**config.mk**
```make
export PLATFORM = sky130hd
export DESIGN_NAME = uart_tx
export DESIGN_NICKNAME = d
export VERILOG_FILES = /design/src/rtl/uart_tx.sv
export SDC_FILE = /design/constraint.sdc
export NUM_CORES = 1
export LEC_CHECK = 0
export CORE_UTILIZATION = 52
export CTS_BUF_LIST = sky130_fd_sc_hd__clkbuf_4 sky130_fd_sc_hd__clkbuf_8 sky130_fd_sc_hd__clkbuf_16
export DETAILED_ROUTE_END_ITERATION = 10
export PLACE_DENSITY = 0.8
export SLEW_MARGIN = 20
export SYNTH_ARGS = -nofsm -noshare
export SYNTH_HDL_FRONTEND = slang
export SYNTH_SLANG_ARGS = --single-unit
```
**constraint.sdc**
```tcl
create_clock -name clk -period 2.75 [get_ports clk]
set_input_delay 0.6875 -clock clk [delete_from_list [all_inputs] [get_ports clk]]
set_output_delay 0.6875 -clock clk [all_outputs]
set_load 0.05 [all_outputs]
```
**src/rtl/uart_tx.sv**
```systemverilog
// rtl/uart_tx.sv - 8N1 UART transmitter with one-entry holding register
module uart_tx #(
    parameter int CLK_PER_BIT = 5208
) (
    input  logic       clk,
    input  logic       rst,
    input  logic       enable,
    input  logic [7:0] data_in,
    input  logic       in_valid,
    output logic       in_ready,
    output logic       tx,
    output logic       busy,
    output logic       done
);

    typedef enum logic [1:0] {IDLE, START, DATA, STOP} state_t;

    localparam logic [15:0] LAST_COUNT = 16'(CLK_PER_BIT - 1);

    state_t      state, state_n;
    logic [15:0] clk_count, clk_count_n;
    logic [2:0]  bit_index, bit_index_n;
    logic [7:0]  shift_reg, shift_reg_n;
    logic [7:0]  hold_data, hold_data_n;
    logic        hold_full, hold_full_n;
    logic        tx_n, busy_n, done_n;
    logic        accept, count_end, load_held, load_direct;

    // A full holding register always blocks new bytes, so a held load and a
    // direct load can never coincide.
    assign in_ready  = enable && !hold_full && !rst;
    assign accept    = in_valid && in_ready;
    assign count_end = (clk_count == LAST_COUNT);

    // State and datapath registers; reset returns the line high immediately.
    always_ff @(posedge clk or posedge rst) begin
        if (rst) begin
            state     <= IDLE;
            clk_count <= 16'd0;
            bit_index <= 3'd0;
            shift_reg <= 8'd0;
            hold_data <= 8'd0;
            hold_full <= 1'b0;
            tx        <= 1'b1;
            busy      <= 1'b0;
            done      <= 1'b0;
        end else begin
            state     <= state_n;
            clk_count <= clk_count_n;
            bit_index <= bit_index_n;
            shift_reg <= shift_reg_n;
            hold_data <= hold_data_n;
            hold_full <= hold_full_n;
            tx        <= tx_n;
            busy      <= busy_n;
            done      <= done_n;
        end
    end

    // Next-state, bit timing, loading decisions and registered-output values.
    always_comb begin
        state_n     = state;
        clk_count_n = clk_count;
        bit_index_n = bit_index;
        shift_reg_n = shift_reg;
        hold_data_n = hold_data;
        hold_full_n = hold_full;
        done_n      = 1'b0;
        load_held   = 1'b0;
        load_direct = 1'b0;

        case (state)
            IDLE: begin
                if (hold_full && enable) begin
                    load_held = 1'b1;
                end else if (accept) begin
                    load_direct = 1'b1;
                end
            end
            START: begin
                if (count_end) begin
                    state_n     = DATA;
                    bit_index_n = 3'd0;
                    clk_count_n = 16'd0;
                end else begin
                    clk_count_n = clk_count + 16'd1;
                end
            end
            DATA: begin
                if (count_end) begin
                    clk_count_n = 16'd0;
                    if (bit_index == 3'd7) begin
                        state_n = STOP;
                    end else begin
                        bit_index_n = bit_index + 3'd1;
                    end
                end else begin
                    clk_count_n = clk_count + 16'd1;
                end
            end
            STOP: begin
                if (count_end) begin
                    done_n = 1'b1;
                    if (hold_full && enable) begin
                        load_held = 1'b1;
                    end else if (accept) begin
                        load_direct = 1'b1;
                    end else begin
                        state_n     = IDLE;
                        clk_count_n = 16'd0;
                    end
                end else begin
                    clk_count_n = clk_count + 16'd1;
                end
            end
            default: begin
                state_n     = IDLE;
                clk_count_n = 16'd0;
            end
        endcase

        // Bytes accepted mid-frame park in the holding register.
        if (accept && !load_direct) begin
            hold_data_n = data_in;
            hold_full_n = 1'b1;
        end

        if (load_held) begin
            shift_reg_n = hold_data;
            hold_full_n = 1'b0;
            state_n     = START;
            clk_count_n = 16'd0;
        end

        if (load_direct) begin
            shift_reg_n = data_in;
            state_n     = START;
            clk_count_n = 16'd0;
        end

        case (state_n)
            START:   tx_n = 1'b0;
            DATA:    tx_n = shift_reg_n[bit_index_n];
            default: tx_n = 1'b1;
        endcase
        busy_n = (state_n != IDLE);
    end

endmodule

```
# Yosys cells after proc, flatten, opt, wreduce, memory -nomap -nowiden
# Index checks and enable logic that the tools add are counted.
totals:
  register_bits: 41
  input_bits: 12
  out_inout_bits: 4
  elab_cells: 71
op_classes:
  n_addsub: 2
  n_lt_le_gt_ge: 1
  eq_ne: 9
  muxes: 36
  reduce_logical: 14
ops:
  columns: ["op", "count"]
  rows:
  - ["$mux W16", 6]
  - ["$pmux W16 S2", 1]
  - ["$add A16 B1 Y16 const B", 1]
  - ["$eq A16 B13 Y1 const B", 1]
  - ["$mux W2", 8]
  - ["$mux W8", 2]
  - ["$mux W1", 10]
  - ["$ne A5 B5 Y1 const B", 2]
  - ["$mux W3", 3]
  - ["$eq A2 B2 Y1 const B", 3]
  - ["$pmux W1 S2", 3]
  - ["$pmux W2 S3", 1]
  - ["$pmux W3 S2", 1]
  - ["$logic_and A1 B1 Y1", 5]
  - ["$eq A2 B1 Y1 const B", 2]
  - ["$lt A3 B4 Y1 const B", 1]
  - ["$reduce_bool A2 Y1", 2]
  - ["$reduce_bool A4 Y1", 1]
  - ["$add A3 B1 Y3 const B", 1]
  - ["$bmux W1 S3", 1]
  - ["$eq A3 B3 Y1 const B", 1]
  - ["$logic_not A1 Y1", 3]
  - ["$reduce_and A3 Y1", 1]
  - ["$logic_not A2 Y1", 1]
  - ["$reduce_or A2 Y1", 1]

# Logic depth before layout (Yosys ltp)
# Gate-level depths: netlist of run 1.
depth:
  depth_word: 12
  mapped_depth: 11
  mapped_depth_nobuf: 10

# Worst setup path before layout of run 1
# No wires, ideal clock.
synth_path:
  path_kind: "reg2reg"
  start: "register clk_count[8]"
  end: "register tx"
  setup_ns: 0.088
  arrival_ns: 2.658
  required_ns: 2.662
  setup_slack_ns: 0.004
  path_stages_with_launch: 9
  n_path_buf: 1
  synth_period_minus_slack_ns: 2.746
  path_cell_list: "dfrtp_1 -> or4b_4 -> or4_1 -> buf_2 -> o31ai_4 -> a211oi_2 -> mux2_4 -> a311oi_1 -> a31oi_1"
synth_via:
  word_cells_on_any_way: 21
  cone_classes: "eq/ne: 3; mux: 18"
synth_rtl:
  columns: ["element", "line", "source"]
  rows:
  - ["from (decl)", "21", "logic [15:0] clk_count, clk_count_n;"]
  - ["from (signal assigned)", "49", "clk_count <= clk_count_n;"]
  - ["$eq A16 B13 Y1 *", "33", "assign count_end = (clk_count == LAST_COUNT);"]
  - ["$mux W3, on equally long branches", "90, 81", null]
  - ["$pmux W3 S2 *", "72", "case (state)"]
  - ["named net bit_index_n[1]", "22", "logic [2:0] bit_index, bit_index_n;"]
  - ["$bmux W1 S3 *", "143", "DATA: tx_n = shift_reg_n[bit_index_n];"]
  - ["$mux W1 (implied by the code) *", "143", null]
  - ["$pmux W1 S2 *", "141", "case (state_n)"]
  - ["named net tx_n", "26", "logic tx_n, busy_n, done_n;"]
  - ["to (signal assigned)", "54", "tx <= tx_n;"]
  - ["to (decl)", "11", "output logic tx,"]
# Mark *: on every way through the listed nets, which the timed path passes. The rest lies on a longest branch. The select of a mux whose other input is x is not followed.
# A chain may end at the register's enable or synchronous reset.

# Final worst setup path of run 1
layout_path:
  start: "input port enable"
  end: "register clk_count[9]"
layout_via:
  elab_chain_cells: 9
  word_cells_on_any_way: 17
  cone_classes: "eq/ne: 2; mux: 9; reduce/logical: 6"
layout_lines:
  columns: ["element", "line", "source"]
  rows:
  - ["from (decl)", "7", "input logic enable,"]
  - ["$logic_and A1 B1 Y1 (2 in a row)", "31", "assign in_ready = enable && !hold_full && !rst;"]
  - ["$logic_and A1 B1 Y1", "32", "assign accept = in_valid && in_ready;"]
  - ["$mux W1", "76, 106", null]
  - ["$mux W1", "104", "if (hold_full && enable) begin"]
  - ["$mux W1", "102", "if (count_end) begin"]
  - ["$pmux W1 S2", "72", null]
  - ["$ne A5 B5 Y1 (no source line) or $reduce_bool A4 Y1 (tied branches)", null, null]
  - ["$reduce_and A3 Y1 (no source line)", null, null]
# Parallel ways exist; a longest one is shown, timed or not.

==> key figures, run 1 <==
Status
  • Status: finished with violations
  • Failing checks: setup timing

Drt
  • WL final: 5620 um
  • Wire per inst: 17.0 um
  • Drt first pass iters: 4
  • Post-route DRC: 0
  • Final antenna-violating net count: 0
  • DR vias/cell: 6.14
  • 1st-iter DRT viols: 149
  • Via count: around 2000

Worst setup path
  • Critical Path Sink Type: register
  • CP Data Required Time: around 3000 ps
  • Slowest Stage Delay on Critical Path: 440 ps
  • Worst Path Buf+Inv: 4
  • CP Cell Sequence: clkdlybuf4s50_1, nor4bb_4, buf_4, or2_2, nand2_1, o21ai_0, buf_4, buf_4, nor2_1, nand3_1, xor2_1, nor2_1
  • Crit path depth: 12
  • Critical Path AT: just under 3000 ps
  • Kind of critical path: in2reg
  • Most common cell on crit path: buf_4
  • Crit-path max FO: 5
  • R2R depth: 9
  • CP max-delay cell: clkdlybuf4s50_1
  • CP delay by family, top: simple AND/OR/NAND/NOR gates
  • Worst setup SP type: primary input

Placement
  • IO buf count: 15
  • Final estimated routing congestion in global placement: 0.854
  • Dpl cells: about 320
  • HPWL Detailed: 3720 um

Logic synthesis
  • Number of synthesized flops with an enable pin: 0
  • Synth Area per Inst: roughly 10 um^2
  • Synth async-reset ratio: 100%
  • Post-Syn Area: 2200 um^2
  • Top-area cell type share of the netlist area: 45.5%
  • Syn nets: between 200 and 250
  • Unique masters post-synth: 45
  • Seq cells post-synth: 41
  • Seq/Total Area, Yosys: 46.7%
  • Most used DFF post-synth: dfrtp_1
  • Largest area contributor in the netlist: dfrtp_1
  • Ys Warns: 0
  • Post-Synthesis Cells: 221
  • Synth area leaders: dfrtp_1 (46%), mux2_2 (4.6%), o21ai_0 (4.3%), a22oi_1 (3.4%), ha_1 (3.4%)

Worst hold path
  • Min-delay worst type: reg2reg
  • Hold path depth: 2

STA
  • Slew Limit Fails: 0
  • Slew margin rel.: 66.2%
  • Worst-margin pin slew: 507 ps
  • Max Clock Freq: roughly 360 MHz
  • Hold Vio Cnt, Final: 0
  • Post-Route Skew: 10.2 ps
  • RSZ-0062 raised after global routing: yes
  • Final period util: 101%
  • Final setup viols: 1
  • PnR worst setup slack: -37.9 ps
  • Min Tclk post-route: 2790 ps
  • Hold WS: 505 ps

Global routing
  • GRT Residual Overflow: 0
  • First-pass GRT wire length: 9070 um
  • Initial antenna violation count: 0
  • Number of global-route vias before repair: between 1500 and 2000
  • Largest net degree at the start of global routing: 42
  • All-Layer GR Usage: 27.1%

Cells and area
  • Non-Filler Instances: 330
  • Final core occ: 73.3%
  • Nets@finish: 297
  • Fraction of layout cells with a size suffix above 1: 29.3%
  • Filler instances: between 200 and 300
  • Ant diodes: 0
  • Area Growth Syn to Fin: 34.2%
  • Max reg flops: 16

CTS
  • CTS Sinks: 41
  • Clock tree buffer depth: 2
  • Root Driver: clkbuf_8
  • H-Tree Depth: 2
  • Post-CTS Setup Inserts: 0
  • Clk Latency, worst-skew pair: 300 ps
  • Worst-path clk slew: 80 ps
  • Post-CTS Hold Fix Bufs: 0
  • Cts bufs inserted: 5
  • CTS tree: built

Job
  • Maxcap violations: 0

Power and ir drop
  • Sequential cell fraction of total power: between 30% and 40%
  • Internal: 0.00146 W
  • Sw Share: a little over a third
  • Peak supply drop: about 0.67 mV
  • PwrDens: 766 nW/um^2
  • Leak: 1.32 nW
  • Logic pwr share: between 40% and 50%
  • Clock share of power: 21.7%
  • Final Power: 0.00226 W
  • Switch Pwr: 0.000797 W

Floorplan
  • Site Rows: 23
  • Initial Util: a little over half
  • Core box area: 4030 um^2
  • Die X: 67.0 um
  • Chip height: approximately 67 um
  • Die area: ~4500 um^2
  • I/O pin cnt: 16
[placed cells by master (no fill, tap or decap), types with 2 or more instances in the layout]
cell and instances:
xnor2_1 3, clkbuf_8 5, nand3b_1 4, or4b_4 2, clkdlybuf4s50_1 14, or2_2 3
nor2_1 18, nor3_1 5, o21ai_1 2, a211oi_4 2, ha_1 6, inv_1 11
nand2_1 17, and3_1 3, o21ai_0 17, nor4_4 3, nand2b_1 2, xor2_1 7
nand3_1 12, a22oi_1 10, a31oi_1 3, buf_4 41, a21oi_1 3, mux2_2 9
and2_1 2, dfrtp_1 40, o2bb2ai_1 6, o31ai_1 3
[cells in the mapped netlist (3+ instances only)]
cell type / number
xnor2_1: 3
nand3_1: 12
a22oi_1: 10
nand3b_1: 4
nor3_1: 6
xor2_1: 7
or2_2: 3
a31oi_1: 3
clkbuf_1: 5
nor2_1: 18
and3_1: 3
a21oi_1: 4
o21ai_0: 19
nand2_1: 17
ha_1: 6
inv_1: 11
o2bb2ai_1: 6
nor4_1: 4
dfrtp_1: 40
mux2_2: 9
o31ai_1: 3
[worst register-to-register path, delay by kind of cell, from the launching register on]
| family | cells | cell delay (ps) |
|---|---|---|
| and+or+nand+nor | 4 | 1450 |
| muxes | 1 | 150 |
| AOI/OAI and AO/OA | 3 | 550 |
| DFF | 1 | 380 |
| buffers and inverters | 1 | 170 |
[timing repair]
| item | CTS | global route |
|---|---|---|
| gates resized for setup | 6 | 16 |
| setup endpoints to repair | 1 | 11 |
| pin swaps | 3 | 7 |
[power groups by stage]
stage	clock network [W]	logic (W)	registers (W)
4_1_cts	0.000500	0.000854	0.000850
3_5_place_dp	0	0.000822	0.000862
3_3_place_gp	0	0.000793	0.000853
2_1_floorplan	0	0.000448	0.000887
6_report	0.000492	0.000915	0.000855
5_1_grt	0.000524	0.000988	0.000873
[kinds of logic after synthesis]
logic type / share of synthesized area (%)
xor gates and xnor gates: 3.98
buffers and inverters: 2.96
DFF: 46.7
muxes: 6.20
and+or+nand+nor: 19.2
adders and majority gates: 3.41
AOI/OAI and AO/OA: 17.5
[path summary, 6_finish.rpt]
check,startpoint,to,slack (ps)
worst max register to register,clk_count[7],tx,0
min in group asynchronous,rst,bit_index[0],1030
worst min register to register,shift_reg[7],shift_reg[7],500
worst max-delay path,enable,clk_count[9],-40
worst min-delay path,shift_reg[7],shift_reg[7],500
max in group asynchronous,rst,clk_count[11],1360
[final cells by class]
type | instances | area [um^2] | area share [%]
Multi-Input combinational cell | 163 | 1230 | 41.5
Sequential cell | 41 | 1030 | 34.8
Timing Repair Buffer | 57 | 479 | 16.2
Clock buffer | 5 | 68.8 | 2.33
Tap cell | 50 | 62.6 | 2.12
Clock inverter | 3 | 46.3 | 1.57
Inverter | 11 | 41.3 | 1.40
[metrics by stage]
step | setup slack, ps | TNS, ps | cell area [um^2]
floorplan | 4.24 | 0 | 2200
global placement | -276 | -2180 | 2710
detailed placement | -225 | -1950 | 2710
CTS | 1.60 | 0 | 2860
global route | -74.9 | -285 | 2950
finish | -37.9 | -37.9 | 2950
[routing by layer]
metal / GRT usage (%) / up-vias / part of all wire (%)
met1: 34.4 / 1008 / 43
met2: 43.6 / 81 / 49
li1: - / 923 / -
met4: 10.4 / 0 / 2.6
met5: 0 / - / 0
met3: 7.02 / 14 / 6.0
Note: power is estimated with default switching activity, not from simulation.
==> run 2: changes to the inputs <==
- TNS_END_PERCENT: unset -> 50
- clock period: 2.75 -> 2.3 ns (I/O delays scaled with it)
==> run 2 against run 1 <==
Against the previous run: the flow still finishes with violations (setup timing); setup slack worse by 540 ps; register-to-register slack worse by 570 ps; critical path depth down 4; total power up 32%; combinational power up 57%; utilization up 10 points; critical endpoint is now tx; largest cell class unchanged.
==> key figures, run 2 (same netlist as run 1, synthesis figures left out) <==
Status
  • Status: finished with violations
  • Failing checks: setup timing

STA
  • Worst-margin pin slew: roughly 540 ps
  • Slew Limit Fails: 0
  • Final setup viols: 19
  • Min Tclk post-route: between 2000 and 3000 ps
  • Hold Vio Cnt, Final: 0
  • Final period util: 125%
  • Hold WS: 512 ps
  • RSZ-0062 raised after global routing: yes
  • Slew margin rel.: 64.0%
  • PnR worst setup slack: -573 ps
  • Max Clock Freq: ~350 MHz
  • Post-Route Skew: about 12 ps

Cells and area
  • Commonest non-fill, non-tap cells in the layout: buf_4 (60), dfrtp_1 (40), nor2_1 (14)
  • Nets@finish: 327
  • Footprint of the multi-input gates: 1380 um^2
  • Register area: 1030 um^2
  • Area Growth Syn to Fin: 52.8%
  • Fraction of layout cells with a size suffix above 1: 45.2%
  • Leading cell type in the layout, fill and taps excluded: buf_4
  • Ant diodes: 0
  • Filler instances: just over 200
  • Max reg flops: 16

Worst setup path
  • CP delay by family, top: simple AND/OR/NAND/NOR gates
  • Critical Path Sink Type: register
  • CP Data Required Time: 2510 ps
  • Kind of critical path: reg2reg
  • Worst Path Buf+Inv: 1
  • R2R depth: 8
  • Crit-path max FO: 4
  • Worst setup SP type: register
  • CP max-delay cell: or4b_4
  • Critical Path AT: 3080 ps
  • Crit path depth: 8
  • Slowest Stage Delay on Critical Path: 580 ps
  • CP Cell Sequence: or4b_4, nor4_2, buf_4, nand4_1, a211oi_4, mux2_4, a311oi_1, a31oi_1

Drt
  • DR vias/cell: 6.41
  • 1st-iter DRT viols: roughly 320
  • Final antenna-violating net count: 0
  • Wire per inst: 21.7 um
  • Post-route DRC: 0
  • Via count: 2308
  • WL final: between 7000 and 8000 um
  • Drt first pass iters: 5

Global routing
  • First-pass GRT wire length: 10400 um
  • Number of global-route vias before repair: approximately 2200
  • All-Layer GR Usage: approximately a third
  • GRT Residual Overflow: 0
  • Largest net degree at the start of global routing: 42
  • Initial antenna violation count: 0

CTS
  • Post-CTS Hold Fix Bufs: 0
  • Worst-path clk slew: 80 ps
  • H-Tree Depth: 2
  • CTS Sinks: a little over 40
  • Clock tree buffer depth: 2
  • Root Driver: clkbuf_8
  • CTS tree: built
  • Cts bufs inserted: 5
  • Clk Latency, worst-skew pair: 290 ps

Floorplan
  • Core box area: between 4000 and 5000 um^2
  • I/O pin cnt: 16
  • Die area: ~4500 um^2
  • Initial Util: 54.6%
  • Site Rows: 23
  • Chip height: 67.0 um
  • Die X: 67.0 um

Placement
  • IO buf count: 15
  • Final estimated routing congestion in global placement: 0.863
  • HPWL Detailed: roughly 4100 um

Power and ir drop
  • Leak: 1.50 nW
  • Final Power: between 0.002 and 0.003 W
  • PwrDens: 886 nW/um^2
  • Peak supply drop: 0.801 mV

Worst hold path
  • Min-delay worst type: reg2reg
  • Hold path depth: 1

Job
  • Maxcap violations: 0
[run 2: power breakdown]
part           switching [W]  total (W)  internal (W)  leakage, nW
Combinational       0.000757    0.00144      0.000680        0.913
Clock               0.000240   0.000509      0.000268       0.0523
Sequential          0.000112    0.00103      0.000921        0.535
[run 2: what timing repair did]
action	in CTS	in global routing
pin swaps	37	20
resized for setup	52	24
setup buffers	4	6
endpoints found under the setup margin	27	30
[run 2: layer usage]
| layer | part of all wire (%) | up-vias | global-route usage (%) |
|---|---|---|---|
| li1 | - | 986 | - |
| met1 | 39 | 1145 | 39.8 |
| met2 | 50 | 137 | 53.0 |
| met3 | 7.1 | 40 | 4.97 |
| met4 | 3.7 | 0 | 13.8 |
| met5 | 0 | - | 0 |
[run 2: path summary, 6_finish.rpt]
kind / from / end / slack, ps
max: clk_count[5] / tx / -570
min: hold_data[3] / hold_data[3] / 510
max reg2reg: clk_count[5] / tx / -570
min reg2reg: hold_data[3] / hold_data[3] / 510
max in group asynchronous: rst / tx / 1380
min in group asynchronous: rst / state[0] / 660
[run 2: final cells by class]
type	instances	share of cell area (%)
Tap cell	50	1.86
Timing Repair Buffer	87	22.4
Clock buffer	8	2.90
Sequential cell	41	30.6
Multi-Input combinational cell	163	41.1
Inverter	11	1.23
[run 2: worst register-to-register path, cell delays in order (launching register included)]
cell and delay [ps]:
dfrtp_1 380, or4b_4 580, nor4_2 350, buf_4 180, nand4_1 120, a211oi_4 400, mux2_4 340, a311oi_1 310
a31oi_1 140
[run 2: through the flow]
| stage | std cells | area (um^2) | util (%) | setup TNS, ps | worst slack (ps) |
|---|---|---|---|---|---|
| floorplan | 221 | 2250 | - | -1240 | -362 |
| global placement | 344 | 2930 | 72.6 | -8130 | -499 |
| detailed placement | 344 | 2930 | 72.6 | -10060 | -593 |
| CTS | 355 | 3220 | 80.0 | -2420 | -385 |
| global route | 360 | 3360 | 83.4 | -6140 | -598 |
| finish | 360 | 3360 | 83.4 | -4880 | -573 |
==> run 3: changes to the inputs <==
- CTS_CLUSTER_SIZE: unset -> 28
==> results of run 3 <==
The final DEF is identical to that of run 2; final timing and power are the same.
